<file path="src/rtl/alu_pkg.sv">
// Shared definitions for the ALU control/execute stage: control codes, ALUOp values,
// funct10 encodings and the FSM state type.
package alu_pkg;

    localparam logic [3:0] ALU_AND = 4'b0000;
    localparam logic [3:0] ALU_OR  = 4'b0001;
    localparam logic [3:0] ALU_ADD = 4'b0010;
    localparam logic [3:0] ALU_SLL = 4'b0011;
    localparam logic [3:0] ALU_MUL = 4'b0100;
    localparam logic [3:0] ALU_SRL = 4'b0101;
    localparam logic [3:0] ALU_SUB = 4'b0110;
    localparam logic [3:0] ALU_SRA = 4'b0111;

    localparam logic [1:0] ALUOP_MEM = 2'b00;
    localparam logic [1:0] ALUOP_BR  = 2'b01;
    localparam logic [1:0] ALUOP_R   = 2'b10;

    localparam logic [9:0] F10_ADD = 10'b0000000000;
    localparam logic [9:0] F10_SUB = 10'b0100000000;
    localparam logic [9:0] F10_AND = 10'b0000000111;
    localparam logic [9:0] F10_OR  = 10'b0000000110;
    localparam logic [9:0] F10_MUL = 10'b0000001000;
    localparam logic [9:0] F10_SLL = 10'b0000000001;
    localparam logic [9:0] F10_SRL = 10'b0000000101;
    localparam logic [9:0] F10_SRA = 10'b0100000101;

    typedef enum logic [1:0] {
        StIdle,
        StMul,
        StOut
    } state_e;

endpackage

</file>
<file path="src/rtl/alu_mul_iter.sv">
// Iterative shift-add multiplier retiring MUL_RADIX multiplier bits per cycle.
// product_o is combinational and is final in the cycle done_o is high.
module alu_mul_iter #(
    parameter int unsigned XLEN      = 32,
    parameter int unsigned MUL_RADIX = 1
) (
    input  logic            clk_i,
    input  logic            rst_i,
    input  logic            start_i,
    input  logic [XLEN-1:0] a_i,
    input  logic [XLEN-1:0] b_i,
    output logic            done_o,
    output logic [XLEN-1:0] product_o
);

    localparam int unsigned Iters = XLEN / MUL_RADIX;
    localparam int unsigned CntW  = $clog2(Iters);

    logic [XLEN-1:0] a_q, b_q, acc_q, acc_next;
    logic [CntW-1:0] cnt_q;
    logic            busy_q;

    // Low XLEN bits of an unsigned product equal those of the signed product.
    always_comb begin
        acc_next = acc_q;
        for (int i = 0; i < int'(MUL_RADIX); i++) begin
            if (b_q[i]) acc_next = acc_next + (a_q << i);
        end
    end

    assign done_o    = busy_q && (cnt_q == CntW'(Iters - 1));
    assign product_o = acc_next;

    always_ff @(posedge clk_i) begin
        if (!rst_i) begin
            a_q    <= '0;
            b_q    <= '0;
            acc_q  <= '0;
            cnt_q  <= '0;
            busy_q <= 1'b0;
        end else if (start_i) begin
            a_q    <= a_i;
            b_q    <= b_i;
            acc_q  <= '0;
            cnt_q  <= '0;
            busy_q <= 1'b1;
        end else if (busy_q) begin
            a_q   <= a_q << MUL_RADIX;
            b_q   <= b_q >> MUL_RADIX;
            acc_q <= acc_next;
            cnt_q <= cnt_q + 1'b1;
            if (done_o) busy_q <= 1'b0;
        end
    end

endmodule

</file>
<file path="src/rtl/alu_ctrl_exec.sv">
// ALU control decode plus execute stage with valid/ready handshake and iterative MUL.
// Define ALU_SHIFT_EN to decode and build SLL/SRL/SRA.
module alu_ctrl_exec
    import alu_pkg::*;
#(
    parameter int unsigned XLEN      = 32,
    parameter int unsigned MUL_RADIX = 1
) (
    input  logic            clk_i,
    input  logic            rst_i,
    input  logic            valid_i,
    output logic            ready_o,
    input  logic [9:0]      funct_i,
    input  logic [1:0]      ALUOp_i,
    input  logic [XLEN-1:0] rs1_i,
    input  logic [XLEN-1:0] rs2_i,
    output logic            valid_o,
    input  logic            ready_i,
    output logic [XLEN-1:0] result_o,
    output logic [3:0]      ALUCtrl_o,
    output logic            illegal_o
);

    state_e          state_q, state_d;
    logic [3:0]      dec_code, ctrl_q;
    logic            dec_ill, illegal_q, is_mul, accept, mul_done;
    logic [XLEN-1:0] alu_res, result_q, mul_product;

    always_comb begin
        dec_code = ALU_ADD;
        dec_ill  = 1'b0;
        case (ALUOp_i)
            ALUOP_MEM: dec_code = ALU_ADD;
            ALUOP_BR:  dec_code = ALU_SUB;
            ALUOP_R: begin
                case (funct_i)
                    F10_ADD: dec_code = ALU_ADD;
                    F10_SUB: dec_code = ALU_SUB;
                    F10_AND: dec_code = ALU_AND;
                    F10_OR:  dec_code = ALU_OR;
                    F10_MUL: dec_code = ALU_MUL;
`ifdef ALU_SHIFT_EN
                    F10_SLL: dec_code = ALU_SLL;
                    F10_SRL: dec_code = ALU_SRL;
                    F10_SRA: dec_code = ALU_SRA;
`endif
                    default: dec_ill = 1'b1;
                endcase
            end
            default: dec_ill = 1'b1;
        endcase
    end

    assign is_mul = !dec_ill && (dec_code == ALU_MUL);

`ifdef ALU_SHIFT_EN
    localparam int unsigned ShW = $clog2(XLEN);
    logic [ShW-1:0] shamt;
    assign shamt = rs2_i[ShW-1:0];
`endif

    always_comb begin
        alu_res = '0;
        if (!dec_ill) begin
            case (dec_code)
                ALU_AND: alu_res = rs1_i & rs2_i;
                ALU_OR:  alu_res = rs1_i | rs2_i;
                ALU_ADD: alu_res = rs1_i + rs2_i;
                ALU_SUB: alu_res = rs1_i - rs2_i;
`ifdef ALU_SHIFT_EN
                ALU_SLL: alu_res = rs1_i << shamt;
                ALU_SRL: alu_res = rs1_i >> shamt;
                ALU_SRA: alu_res = $signed(rs1_i) >>> shamt;
`endif
                default: alu_res = '0;
            endcase
        end
    end

    alu_mul_iter #(
        .XLEN      (XLEN),
        .MUL_RADIX (MUL_RADIX)
    ) u_mul (
        .clk_i     (clk_i),
        .rst_i     (rst_i),
        .start_i   (accept && is_mul),
        .a_i       (rs1_i),
        .b_i       (rs2_i),
        .done_o    (mul_done),
        .product_o (mul_product)
    );

    always_ff @(posedge clk_i) begin
        if (!rst_i) state_q <= StIdle;
        else        state_q <= state_d;
    end

    always_comb begin
        state_d = state_q;
        case (state_q)
            StIdle: if (accept) state_d = is_mul ? StMul : StOut;
            StMul:  if (mul_done) state_d = StOut;
            StOut: begin
                if (ready_i) begin
                    if (accept) state_d = is_mul ? StMul : StOut;
                    else        state_d = StIdle;
                end
            end
            default: state_d = StIdle;
        endcase
    end

    always_comb begin
        valid_o = (state_q == StOut);
        ready_o = (state_q == StIdle) || ((state_q == StOut) && ready_i);
    end

    assign accept = valid_i && ready_o;

    // A MUL accept leaves result_q alone; it is loaded when the multiplier finishes.
    always_ff @(posedge clk_i) begin
        if (!rst_i) begin
            result_q  <= '0;
            ctrl_q    <= 4'b0000;
            illegal_q <= 1'b0;
        end else if (accept) begin
            ctrl_q    <= dec_code;
            illegal_q <= dec_ill;
            if (!is_mul) result_q <= alu_res;
        end else if ((state_q == StMul) && mul_done) begin
            result_q <= mul_product;
        end
    end

    assign result_o  = result_q;
    assign ALUCtrl_o = ctrl_q;
    assign illegal_o = illegal_q;

endmodule
</file>
<file path="config.mk">
export PLATFORM = sky130hd
export DESIGN_NAME = alu_ctrl_exec
export DESIGN_NICKNAME = d
export VERILOG_FILES = /design/src/rtl/alu_pkg.sv /design/src/rtl/alu_mul_iter.sv /design/src/rtl/alu_ctrl_exec.sv
export SDC_FILE = /design/constraint.sdc
export NUM_CORES = 1
export LEC_CHECK = 0
export CAP_MARGIN = 20
export CORE_MARGIN = 8
export CORE_UTILIZATION = 59
export CTS_CLUSTER_SIZE = 24
export DETAILED_ROUTE_END_ITERATION = 7
export DONT_BUFFER_PORTS = 1
export PLACE_DENSITY_LB_ADDON = 0.1
export SKIP_LAST_GASP = 1
export SLEW_MARGIN = 20
export SYNTH_ARGS = -nofsm -noshare
export SYNTH_HDL_FRONTEND = slang
export SYNTH_SLANG_ARGS = --single-unit
</file>
<file path="constraint.sdc">
create_clock -name clk_i -period 4.85 [get_ports clk_i]
set_clock_uncertainty 0.2 [all_clocks]
set_input_delay 0.97 -clock clk_i [delete_from_list [all_inputs] [get_ports clk_i]]
set_output_delay 0.97 -clock clk_i [all_outputs]
set_load 0.01 [all_outputs]
</file>
Word-level counts from Yosys, hierarchy flattened --
Cells that the tools add are included.
Storage, ports and cells: register bits after elaboration 141, input bits 80
Operators by class: $add $sub $neg 4, eq/ne operators 17, mux-type cells 23, bitwise logic cells 3, reduce and logical (&&, ||, !) cells 19
Operators with widths (count):
- two-way mux 32 bit | 9
- case mux 32 bit (4 select lines) | 1
- adder 32 bit | 2
- bitwise AND 32 bit | 1
- bitwise OR 32 bit | 1
- subtractor 32 bit | 1
- equality test 10 x 3 -> 1 bit (second input constant) | 2
- case mux 3 bit (4 select lines) | 1
- equality test 10 x 4 -> 1 bit (second input constant) | 1
- equality test 10 x 9 -> 1 bit (second input constant) | 1
- logical NOT 10 bit | 1
- two-way mux 2 bit | 5
- equality test 4 x 3 -> 1 bit (second input constant) | 2
- logical AND 1 bit | 6
- inequality test 2 bit (second input constant) | 3
- case mux 2 bit (3 select lines) | 1
- case mux 3 bit (2 select lines) | 1
- adder 5 x 1 -> 5 bit (second input constant) | 1
- equality test 5 bit (second input constant) | 1
- OR reduction 5 bit | 1
- equality test 2 x 1 -> 1 bit (second input constant) | 2
- equality test 2 bit (second input constant) | 2
- equality test 4 x 1 -> 1 bit (second input constant) | 1
- equality test 4 x 2 -> 1 bit (second input constant) | 1
- other kinds (12) | 18

Logic depth before layout (Yosys ltp) --
word-level depth 10, gate-level depth with buffers 21, depth with buffers taken out 21

Cells and area by module --
From an unflattened synthesis, not the netlist that was laid out.
Unflattened totals: cells, all modules 1426, area, all modules 11217.0 um^2
By module, submodules not included:
- alu_mul_iter | instances 1, cells each 795, area each 6556.3 um^2, sequential area each 2042.0 um^2
- alu_ctrl_exec | instances 1, cells each 631, area each 4660.7 um^2, sequential area each 760.7 um^2

Worst setup path after synthesis --
No wires, ideal clock.
path kind in2reg, start point in ALUOp_i[0], end point reg result_q[23], in the netlist result_o[23], setup time 116 ps, data arrival time 4867 ps, path slack -333 ps, cell stages on the path 20, path through inv_1 > ha_1 > nand2b_1 > nor2_1 > nor3_1 > clkbuf_1 > clkbuf_1 > a31oi_1 > xnor2_1 > ha_1 > o21ai_0 > a21oi_1 > o311a_1 > o221ai_1 > o22ai_1 > a41oi_1 > xnor2_1 > a221oi_1 > o21ai_0 > o211a_1
Between the ends: cells in the longest elaborated chain, start to end 7
RTL lines:
- start: declaration | line alu_ctrl_exec.sv:14 | input logic [1:0] ALUOp_i,
- equality test 2 bit (tied with other cells) | line alu_ctrl_exec.sv:32 | case (ALUOp_i)
- case mux 3 bit (2 select lines) / OR reduction 2 bit (equally long branches)
- equality test 4 x 3 -> 1 bit (tied with other cells) | line alu_ctrl_exec.sv:65 | case (dec_code)
- case mux 32 bit (4 select lines) / logical NOT 1 bit (equally long branches)
- two-way mux 32 bit / logical AND 1 bit (equally long branches) | line alu_ctrl_exec.sv:64, alu_ctrl_exec.sv:54
- two-way mux 32 bit / inequality test 2 bit (equally long branches)
- two-way mux 32 bit / AND reduction 2 bit (equally long branches)
- end signal: assignment | line alu_ctrl_exec.sv:129 | if (!is_mul) result_q <= alu_res;
- end signal: assignment | line alu_ctrl_exec.sv:131 | result_q <= mul_product;
- end: declaration | line alu_ctrl_exec.sv:27 | logic [XLEN-1:0] alu_res, result_q, mul_product;
Parallel ways exist; a longest one is shown, timed or not. The select of a mux whose other input is x is not followed. A chain may end at the register's enable or synchronous reset.

Final worst setup path --
start point in rs2_i[13], end point reg result_q[31], in the netlist result_o[31]
Between the ends: cells in the longest elaborated chain, start to end 5
RTL lines:
- start: declaration | line alu_ctrl_exec.sv:16 | input logic [XLEN-1:0] rs2_i,
- subtractor 32 bit / adder 32 bit (equally long branches) | line alu_ctrl_exec.sv:69, alu_ctrl_exec.sv:68
- case mux 32 bit (4 select lines) * | line alu_ctrl_exec.sv:65
- two-way mux 32 bit * | line alu_ctrl_exec.sv:64 | if (!dec_ill) begin
- two-way mux 32 bit * | line alu_ctrl_exec.sv:129
- two-way mux 32 bit * | line alu_ctrl_exec.sv:126 | end else if (accept) begin
Mark *: on every way between the ends. The rest lies on a longest branch, timed or not. The select of a mux whose other input is x is not followed.

==> results.md <==
- Fin crit share: 97.0%
- Fill count: 1543
- Hold Path Depth: 2
- First-pass DRT Iterations: 8
- Worst-Margin Slew: 1.05 ns
- Post-synth net total: 1465
- Post-route ant nets: 0
- Period minus WS final: 4.71 ns
- Register Area: 2810 um2
- R2R depth: 11
- Fraction of registers with async set/reset: 0%
- Io pins: 119
- Maximum clock rate: 0.212 GHz
- Clock buffer depth: 2
- RR Startpoint: u_mul.a_q[9]
- Non-filler cells, final: 1608
- Status: finished, final reports clean
- Crit path DAT: 4.83 ns
- # H-tree levels: 4
- Layout Nets: 1519
- Final instance area: 12200 um2
- Die Area: 22700 um2
- Via Count: 10200
- HPWL Detailed: 24500 um
- Area delta synth->final: 13.8%
- Clock insertion delay at the later pin of the skew report: 0.44 ns
- Cts hold-fix bufs: 0
- Clk slew on worst S/H paths: 0.07 ns
- # clock sinks: 140
- EDFF count, synth: 0
- Largest net degree at the start of global routing: 108
- Post-DR wirelength/cell: 20.5 um
- CP max FO: 5
- Drc violations: 0
- Max-slew violation count: 0
- Rows: 49
- Crit path launch: rs2_i[13]
- First-pass GRT wire length: 51700 um
- Dpl cell area: 11600 um2
- Count leader, synth: nand2_1
- Synth cell types: 76
- Worst IR Drop VDD: 0.240 mV
- WP data required: 4.97 ns
- Total core area: 17900 um2
- Final Hold Vio Count: 0
- Die Y: 151 um
- Sequential area share after synthesis: 26.2%
- Synthesized flop and latch total: 140
- Max cap viols: 0
- Mapped Cells: 1313
- Post-synth top area share: 26.2%
- Post-synth top flop: dfxtp_1
- Critical path class: primary input to register
- Share of layout cells above drive strength 1: 13.1%
- Initial antenna violation count: 0
- Hold Slack: 0.285 ns
- Initial DRC count: 851
- Power Density: 273 nW/um2
- Unrepaired setup endpoints after global routing: yes
- Area contributors post-synth: dfxtp_1, ha_1, mux2i_1
- Cts bufs inserted: 17
- Worst slew margin: 30.2%
- Inst Count DP: 1577
- Leak: 5.70 nW
- Chip width: 151 um
- Area leader, netlist: dfxtp_1
- Clk root buf: clkbuf_16
- Routability congestion estimate: 0.965
- Synth cell count leaders: nand2_1, dfxtp_1, a21oi_1, nor2_1, o21ai_0
- Hold Path Origin: u_mul.acc_q[0]
- Syn. warnings: 0
- Final wirelength: 33000 um
- Worst Setup Start Kind: primary input
- Area of the multi-input gates: 7580 um2
- Critical path capture point type: register
- Number of global-route vias before repair: 9550
- CTS tree: done
- Vias per cell: 6.34
- GRT Resource Usage Total: 29.0%
- Antenna Cells: 0
- Aggregate global routing overflow: 0
- Initial core utilization: 59.7%
- Endpoints failing setup: 0
- Post-Synthesis Cell Area: 10700 um2
- Number of port buffers: 0
- Post-synthesis average cell area: 8.14 um2
- Hold Path Class: register to register
[cell type report]
cell class	instances	area share, %
Tap cell	229	2.36
Clock buffer	17	3.50
Timing Repair Buffer	111	6.95
Sequential cell	140	23.1
Clock inverter	14	1.05
Multi-Input combinational cell	1072	62.3
Inverter	25	0.772
[sequential cells by signal (all words and copies together) (netlist names)]
signal	flops
result_o	32
u_mul.cnt_q	5
u_mul.acc_q	32
state_q	2
u_mul.busy_q	1
illegal_o	1
ALUCtrl_o	3
u_mul.b_q	32
u_mul.a_q	32
[per-stage QoR]
step | setup TNS [ns] | worst slack, ns | util (%) | total power, mW
after floorplan | -0.481 | -0.215 | - | 1.80
after global placement | -1.80 | -0.278 | 64.6 | 2.05
after detailed placement | -2.83 | -0.360 | 64.6 | 2.06
after CTS | 0 | 0.104 | 67.7 | 3.32
after global routing | -0.0702 | -0.0702 | 67.9 | 3.47
final | 0 | 0.143 | 67.9 | 3.32
[what timing repair did]
| item | 4_1_cts | 5_1_grt |
|---|---|---|
| buffers inserted | 0 | 0 |
| resized for setup | 0 | 9 |
| setup endpoints to repair | 0 | 12 |
[worst paths after layout]
path / to / slack (ns)
worst min-delay path: u_mul.acc_q[0] / 0.29
worst max register to register: result_o[23] / 0.72
worst min register to register: u_mul.acc_q[0] / 0.29
worst max-delay path: result_o[31] / 0.14
[metal layers]
metal	part of all wire [%]	global-route usage [%]
met4	2.7	10.1
met5	0	0
met1	46	41.2
met3	9.7	7.00
met2	42	41.8
[where the power goes]
group	internal [mW]	switching (mW)	leakage, nW
sequential	1.20	0.0561	1.14
combinational	0.383	0.419	4.30
clock	0.672	0.591	0.261
[kinds of logic (layout without fill, tap and decap cells)]
logic type | after synthesis | after routing | synth area share [%]
other | 1 | 1 | 0.0351
XOR/XNOR | 87 | 87 | 7.13
buffers and inverters | 101 | 167 | 3.68
AND/OR/NAND/NOR | 380 | 380 | 16.4
flip-flops | 140 | 140 | 26.2
AO/OA/AOI/OAI | 429 | 429 | 28.3
multiplexers | 79 | 79 | 7.43
adder cells (fa/ha/maj) | 96 | 96 | 10.8
[critical path, cell delays in order]
cell and delay [ns]:
or4_1 0.53, or2_1 0.24, or4_1 0.42, or3_4 0.42, or3b_4 0.41, nand2_2 0.08
xor2_1 0.15, ha_1 0.28, nand2_2 0.09, nor3_2 0.04, a221oi_1 0.26, o21ai_1 0.11
a31o_2 0.25, a31oi_2 0.14, xnor2_1 0.11, a221oi_2 0.26, o2bb2ai_2 0.08
[layout by cell type, fill, tap and decap left out, types with 20 or more instances in the layout]
master	n
o211a_1	68
o21ai_0	76
buf_4	110
nor2_1	90
a21o_1	20
xor2_1	52
ha_1	70
nand2_1	161
dfxtp_1	139
a21oi_1	100
mux2i_1	76
xnor2_1	35
nand3_1	21
inv_1	25
maj3_1	24
(Power assumes the default switching activity.)
